<file path="config.mk">
export PLATFORM = sky130hd
export DESIGN_NAME = lock_code_sender_flat
export DESIGN_NICKNAME = d
export VERILOG_FILES = /design/src/rtl/lock_code_sender_if.sv /design/src/rtl/lock_code_sender.sv /design/src/flat_wrapper.sv
export SDC_FILE = /design/constraint.sdc
export NUM_CORES = 1
export LEC_CHECK = 0
export BUFFER_PORTS_ARGS = -buffer_cell sky130_fd_sc_hd__buf_4
export CORE_ASPECT_RATIO = 1.2
export CORE_UTILIZATION = 48
export DETAILED_ROUTE_END_ITERATION = 6
export PLACE_DENSITY = 0.82
export SLEW_MARGIN = 20
export SYNTH_ARGS = -nofsm -noshare
export SYNTH_HDL_FRONTEND = slang
export SYNTH_SLANG_ARGS = --single-unit
</file>
<file path="constraint.sdc">
create_clock -name clk_i -period 1.3 [get_ports clk_i]
set_input_delay 0.13 -clock clk_i [delete_from_list [all_inputs] [get_ports clk_i]]
set_output_delay 0.13 -clock clk_i [all_outputs]
set_load 0.005 [all_outputs]
</file>
<file path="src/rtl/lock_code_sender_if.sv">
// Bus between the lock code sender and its environment.
// The environment (bench or host logic plus the physical lock) is the master:
// it drives start/code and returns the lock's UNLOCK_Output. The sender is the
// slave: it drives the three lock buttons and the busy/done/unlocked status.
//   start          request a code sequence
//   code           code to send, MSB first
//   RESET_Button   lock clear pulse
//   ZERO_Button    press for a 0 bit
//   ONE_Button     press for a 1 bit
//   UNLOCK_Output  lock's unlock indication (asynchronous to the sender clock)
//   busy           sequence in progress
//   done           one-cycle result-valid pulse
//   unlocked       result of the last completed sequence
interface lock_code_sender_if #(
  parameter int CODE_LEN = 4
);
  logic                start;
  logic [CODE_LEN-1:0] code;
  logic                RESET_Button;
  logic                ZERO_Button;
  logic                ONE_Button;
  logic                UNLOCK_Output;
  logic                busy;
  logic                done;
  logic                unlocked;

  modport master (
    output start, code, UNLOCK_Output,
    input  RESET_Button, ZERO_Button, ONE_Button, busy, done, unlocked
  );

  modport slave (
    input  start, code, UNLOCK_Output,
    output RESET_Button, ZERO_Button, ONE_Button, busy, done, unlocked
  );
endinterface

</file>
<file path="src/rtl/lock_code_sender.sv">
// Drives a button-sequence combination lock in place of manual presses.
// On an accepted start it latches the code, pulses RESET_Button, presses
// ONE_Button/ZERO_Button once per bit (MSB first) with fixed press and gap
// widths, waits for the lock to settle, samples the synchronized unlock
// indication and reports it with a one-cycle done pulse.
// Ports:
//   clk_i    system clock, rising edge
//   reset_i  synchronous active-high reset
//   bus      lock_code_sender_if slave side (start/code in, buttons and
//            busy/done/unlocked out, UNLOCK_Output in)
// All outputs are registered from the current state, so they lag the state
// register by one edge; the state machine enters CLR on the accept edge and
// RESET_Button becomes visible on the following edge.
module lock_code_sender #(
  parameter int CODE_LEN      = 4,
  parameter int PULSE_CYCLES  = 4,
  parameter int GAP_CYCLES    = 4,
  parameter int SETTLE_CYCLES = 4
) (
  input  logic               clk_i,
  input  logic               reset_i,
  lock_code_sender_if.slave  bus
);

  localparam int MAX_PG  = (PULSE_CYCLES > GAP_CYCLES) ? PULSE_CYCLES : GAP_CYCLES;
  localparam int MAX_CYC = (MAX_PG > SETTLE_CYCLES) ? MAX_PG : SETTLE_CYCLES;
  localparam int PW      = $clog2(MAX_CYC + 1);
  localparam int BW      = (CODE_LEN > 1) ? $clog2(CODE_LEN) : 1;

  localparam logic [PW-1:0] PULSE_LAST  = PW'(PULSE_CYCLES - 1);
  localparam logic [PW-1:0] GAP_LAST    = GAP_CYCLES > 0 ? PW'(GAP_CYCLES - 1) : '0;
  localparam logic [PW-1:0] SETTLE_LAST = PW'(SETTLE_CYCLES - 1);
  localparam logic [BW-1:0] BIT_TOP     = BW'(CODE_LEN - 1);

  typedef enum logic [2:0] {
    S_IDLE  = 3'd0,
    S_CLR   = 3'd1,
    S_CGAP  = 3'd2,
    S_PRESS = 3'd3,
    S_GAP   = 3'd4,
    S_CHECK = 3'd5,
    S_DONE  = 3'd6
  } state_e;

  state_e              state_q,  state_d;
  logic [PW-1:0]       phase_q,  phase_d;
  logic [BW-1:0]       bit_q,    bit_d;
  logic [CODE_LEN-1:0] code_q,   code_d;
  logic                result_q, result_d;
  logic                sync1_q,  sync2_q;

  logic rst_btn_q,  rst_btn_d;
  logic zero_btn_q, zero_btn_d;
  logic one_btn_q,  one_btn_d;
  logic busy_q,     busy_d;
  logic done_q,     done_d;
  logic unlocked_q, unlocked_d;

  // Two-flop synchronizer for the asynchronous unlock indication.
  always_ff @(posedge clk_i) begin
    if (reset_i) begin
      sync1_q <= 1'b0;
      sync2_q <= 1'b0;
    end else begin
      sync1_q <= bus.UNLOCK_Output;
      sync2_q <= sync1_q;
    end
  end

  // State, counters, latched code and registered outputs.
  always_ff @(posedge clk_i) begin
    if (reset_i) begin
      state_q    <= S_IDLE;
      phase_q    <= '0;
      bit_q      <= '0;
      code_q     <= '0;
      result_q   <= 1'b0;
      rst_btn_q  <= 1'b0;
      zero_btn_q <= 1'b0;
      one_btn_q  <= 1'b0;
      busy_q     <= 1'b0;
      done_q     <= 1'b0;
      unlocked_q <= 1'b0;
    end else begin
      state_q    <= state_d;
      phase_q    <= phase_d;
      bit_q      <= bit_d;
      code_q     <= code_d;
      result_q   <= result_d;
      rst_btn_q  <= rst_btn_d;
      zero_btn_q <= zero_btn_d;
      one_btn_q  <= one_btn_d;
      busy_q     <= busy_d;
      done_q     <= done_d;
      unlocked_q <= unlocked_d;
    end
  end

  // Next-state logic; phase_q counts cycles spent in the current timed state.
  always_comb begin
    state_d  = state_q;
    phase_d  = phase_q;
    bit_d    = bit_q;
    code_d   = code_q;
    result_d = result_q;

    case (state_q)
      S_IDLE: begin
        phase_d = '0;
        if (bus.start) begin
          code_d  = bus.code;
          bit_d   = BIT_TOP;
          state_d = S_CLR;
        end else begin
          state_d = S_IDLE;
        end
      end
      S_CLR: begin
        if (phase_q == PULSE_LAST) begin
          phase_d = '0;
          state_d = S_CGAP;
        end else begin
          phase_d = phase_q + PW'(1);
        end
      end
      S_CGAP: begin
        if (phase_q == GAP_LAST) begin
          phase_d = '0;
          state_d = S_PRESS;
        end else begin
          phase_d = phase_q + PW'(1);
        end
      end
      S_PRESS: begin
        if (phase_q == PULSE_LAST) begin
          phase_d = '0;
          state_d = S_GAP;
        end else begin
          phase_d = phase_q + PW'(1);
        end
      end
      S_GAP: begin
        if (phase_q == GAP_LAST) begin
          phase_d = '0;
          if (bit_q == '0) begin
            state_d = S_CHECK;
          end else begin
            bit_d   = bit_q - BW'(1);
            state_d = S_PRESS;
          end
        end else begin
          phase_d = phase_q + PW'(1);
        end
      end
      S_CHECK: begin
        if (phase_q == SETTLE_LAST) begin
          phase_d  = '0;
          result_d = sync2_q;
          state_d  = S_DONE;
        end else begin
          phase_d = phase_q + PW'(1);
        end
      end
      S_DONE: begin
        state_d = S_IDLE;
      end
      default: begin
        phase_d = '0;
        state_d = S_IDLE;
      end
    endcase
  end

  // Output decode from the current state; registered one edge later.
  // Only one state drives any button, so the buttons are mutually exclusive,
  // and every press state is bracketed by all-low gap/idle/check states.
  always_comb begin
    rst_btn_d  = (state_q == S_CLR);
    zero_btn_d = (state_q == S_PRESS) && !code_q[bit_q];
    one_btn_d  = (state_q == S_PRESS) &&  code_q[bit_q];
    busy_d     = (state_q != S_IDLE);
    done_d     = (state_q == S_DONE);
    if (state_q == S_DONE) begin
      unlocked_d = result_q;
    end else begin
      unlocked_d = unlocked_q;
    end
  end

  assign bus.RESET_Button = rst_btn_q;
  assign bus.ZERO_Button  = zero_btn_q;
  assign bus.ONE_Button   = one_btn_q;
  assign bus.busy         = busy_q;
  assign bus.done         = done_q;
  assign bus.unlocked     = unlocked_q;

endmodule

</file>
<file path="src/flat_wrapper.sv">
// flat-port wrapper written by rule: the top's interface ports become plain ports
module lock_code_sender_flat 
#(
  parameter int CODE_LEN      = 4,
  parameter int PULSE_CYCLES  = 4,
  parameter int GAP_CYCLES    = 4,
  parameter int SETTLE_CYCLES = 4
)
  (clk_i, reset_i, bus_start, bus_code, bus_UNLOCK_Output, bus_RESET_Button, bus_ZERO_Button, bus_ONE_Button, bus_busy, bus_done, bus_unlocked);
  lock_code_sender_if #(.CODE_LEN(CODE_LEN)) bus_i ();
  input  logic clk_i;
  input  logic reset_i;
  input wire logic [$bits(bus_i.start)-1:0] bus_start;
  input wire logic [$bits(bus_i.code)-1:0] bus_code;
  input wire logic [$bits(bus_i.UNLOCK_Output)-1:0] bus_UNLOCK_Output;
  output wire logic [$bits(bus_i.RESET_Button)-1:0] bus_RESET_Button;
  output wire logic [$bits(bus_i.ZERO_Button)-1:0] bus_ZERO_Button;
  output wire logic [$bits(bus_i.ONE_Button)-1:0] bus_ONE_Button;
  output wire logic [$bits(bus_i.busy)-1:0] bus_busy;
  output wire logic [$bits(bus_i.done)-1:0] bus_done;
  output wire logic [$bits(bus_i.unlocked)-1:0] bus_unlocked;
  assign bus_i.start = bus_start;
  assign bus_i.code = bus_code;
  assign bus_i.UNLOCK_Output = bus_UNLOCK_Output;
  assign bus_RESET_Button = bus_i.RESET_Button;
  assign bus_ZERO_Button = bus_i.ZERO_Button;
  assign bus_ONE_Button = bus_i.ONE_Button;
  assign bus_busy = bus_i.busy;
  assign bus_done = bus_i.done;
  assign bus_unlocked = bus_i.unlocked;
  lock_code_sender #(.CODE_LEN(CODE_LEN), .PULSE_CYCLES(PULSE_CYCLES), .GAP_CYCLES(GAP_CYCLES), .SETTLE_CYCLES(SETTLE_CYCLES)) u_core (.clk_i(clk_i), .reset_i(reset_i), .bus(bus_i));
endmodule
</file>
==> impl_metrics.tcl <==
set metrics [dict create \
    setup_violations 4 \
    cts_tree "yes" \
    avgViaCountPerCell 5.51 \
    rows 16 \
    drt-initial-drc-count 7 \
    die_y_um 49.7 \
    syn_inst 95 \
    synthTopCellsByArea "dfxtp_1 (46%), mux2i_1 (6.6%), nor2_1 (5.4%)" \
    ant_nets 0 \
    grt_pass1_vias 750 \
    ios 14 \
    chipWidth_um 41.7 \
    vias 788 \
    grt.total_usage 0.201 \
    rsz0062_at_grt "true" \
    grt_pass1_wl_mm 3.13 \
    status "complete, but fails checks" \
    slew_violations 0 \
    whs_ns 0.0305 \
    drive_gt1_frac 0.456 \
    grt_max_degree 21 \
    crit_arrival_ns 1.57 \
    antenna_found_initial 0 \
    peakVddDrop_mv 1.09 \
    coreArea_mm2 0.00170 \
    critPathMaxStageDelay_ns 0.42 \
    ff_latch_area_um2 433 \
    routedWlPerCell_um 13.8 \
    yosysTopAreaCell "dfxtp_1" \
    clk_pin_slew_ns 0.11 \
    cts_buffers 3 \
    ys_seq_area_frac 0.463 \
    synth-seq-cells 21 \
    skew_ns 0.00794 \
    wirelength_mm 1.97 \
    multiInputGateArea_um2 520 \
    cts-root-buf "clkbuf_4" \
    synth_nets 106 \
    hold_class "primary input to register" \
    crit_path_top_delay_cell "dfxtp_4" \
    slew_headroom 0.768 \
    dp_hpwl_mm 1.34 \
    syn2layout_area_growth_pct 39.7 \
    path_max_fanout 6 \
    netlist_area_um2 908 \
    grt-ovfl-total 0 \
    maxCapViolations 0 \
    fin_crit_sh 1.02 \
    synth_top_area_share 0.463 \
    final.min_clock_period_ns 1.33 \
    initial_utilization 0.534 \
    most-common-layout-cells "buf_4 (28), dfxtp_1 (15), nor2_1 (12)" \
    io_buffers 13 \
    leakagePower_nw 0.550 \
    drt_pre_antenna_iters 3 \
    crit_type "register to register" \
    hold_violations 0 \
    worstSetupEndpointType "register" \
    drcViolationCount 0 \
    critPathRequiredTime_ns 1.54 \
    finalPower_mw 2.28 \
    clockBufferDepth 2 \
    gp_congestion 0.756 \
    diodes 0 \
    worstPathCellList "buf_6 -> nand2_1 -> nor3b_4 -> or3_1 -> a21oi_2" \
    cts-htree-levels 1 \
    tightest_slew_ns 0.345 \
    die-area_mm2 0.00207 \
    worstSkewPairLatency_ns 0.31 \
    layout_commonest_cell "buf_4" \
    nNetsFinal 137 \
    pre_cts_ws_ns -0.163 \
    start_kind "register" \
    fill_cells 124 \
    worst_slack_ns -0.0305 \
    ys_warn_count 0 \
    syn_area_per_cell_um2 9.56 \
    fin_util 0.746 \
    ys_types 31 \
    max_freq_ghz 0.752 \
    power.density_mw_per_mm2 1800 \
    clock_sinks 21 \
    violations "setup timing" \
]
[worst max-delay path: cells and delay by family, from the launching register on]
kind	cells	cell delay, ns
AO/OA/AOI/OAI	1	0.14
flip-flops	1	0.42
AND/OR/NAND/NOR	3	0.59
buffers and inverters	1	0.12
[final timing paths]
path | start | to | slack [ns] | cells past startpoint
worst max register to register | u_core.state_q[2] | u_core.state_q[2] | -0.03 | 5
worst min register to register | u_core.sync1_q | u_core.sync2_q | 0.46 | 1
worst max-delay path | u_core.state_q[2] | u_core.state_q[2] | -0.03 | 5
worst min-delay path | bus_UNLOCK_Output | u_core.sync1_q | 0.03 | 2
[metrics by stage]
| stage | instances | cell area, um^2 | setup TNS, ns |
|---|---|---|---|
| final | 143 | 1270 | -0.0984 |
| after global routing | 143 | 1270 | -0.735 |
| after CTS | 142 | 1230 | -0.0691 |
| after detailed placement | 137 | 1120 | -1.24 |
| after global placement | 137 | 1120 | -0.664 |
| after floorplan | 95 | 916 | 0 |
[power by group]
group | switching (mW) | total [mW] | internal [mW]
registers | 0.106 | 0.879 | 0.773
clock network | 0.197 | 0.317 | 0.120
logic | 0.487 | 1.09 | 0.601
total | 0.790 | 2.28 | 1.49
[state kept, by name, indices dropped and copies added (netlist names), 2 cells and up]
| name | flops |
|---|---|
| u_core.code_q | 4 |
| u_core.phase_q | 3 |
| u_core.state_q | 3 |
| u_core.bit_q | 2 |
[metal layers]
| layer | wire [um] | GRT usage | vias to the layer above |
|---|---|---|---|
| met1 | 842 | 0.223 | 373 |
| met3 | 41 | 0.0220 | 4 |
| li1 | - | - | 399 |
| met5 | 0 | 0 | - |
| met2 | 1040 | 0.354 | 12 |
| met4 | 51 | 0.134 | 0 |
[final cells by class]
type	instances	area share
multi-input combinational	65	0.410
inverter	3	0.00888
clock buffer	4	0.0207
sequential	21	0.341
timing repair buffer	32	0.201
tap	18	0.0178
[kinds of logic (layout without fill, tap and decap cells)]
kind of cell	Yosys count	count (layout)	synth area share
buffers and inverters	9	39	0.0592
adders and majority gates	3	3	0.0413
DFF	21	21	0.463
xor gates and xnor gates	1	1	0.00964
and+or+nand+nor	38	38	0.220
AOI/OAI and AO/OA	16	16	0.116
muxes	7	7	0.0909
[timing repair]
item                       CTS  global route
setup buffers                1             2
hold buffers                 0             0
pin swaps                    8             3
setup endpoints to repair   12            12
cloned                       0             0
resized for setup           26             9
[synthesized netlist by cell type, drive strengths merged]
cell	instances
a22oi	1
clkbuf	1
ha	3
or3	1
o21ai	2
a2111oi	1
nor3	8
dfxtp	21
buf	5
nand3	1
a22o	3
nor2b	4
mux4	1
nand2	4
nor3b	1
nand2b	2
and2	1
xor2	1
mux2i	6
and3b	1
inv	3
a211oi	2
nor2	13
and4b	1
nor4bb	1
a21oi	5
o22ai	2
Power figures use the tool's default switching activity.
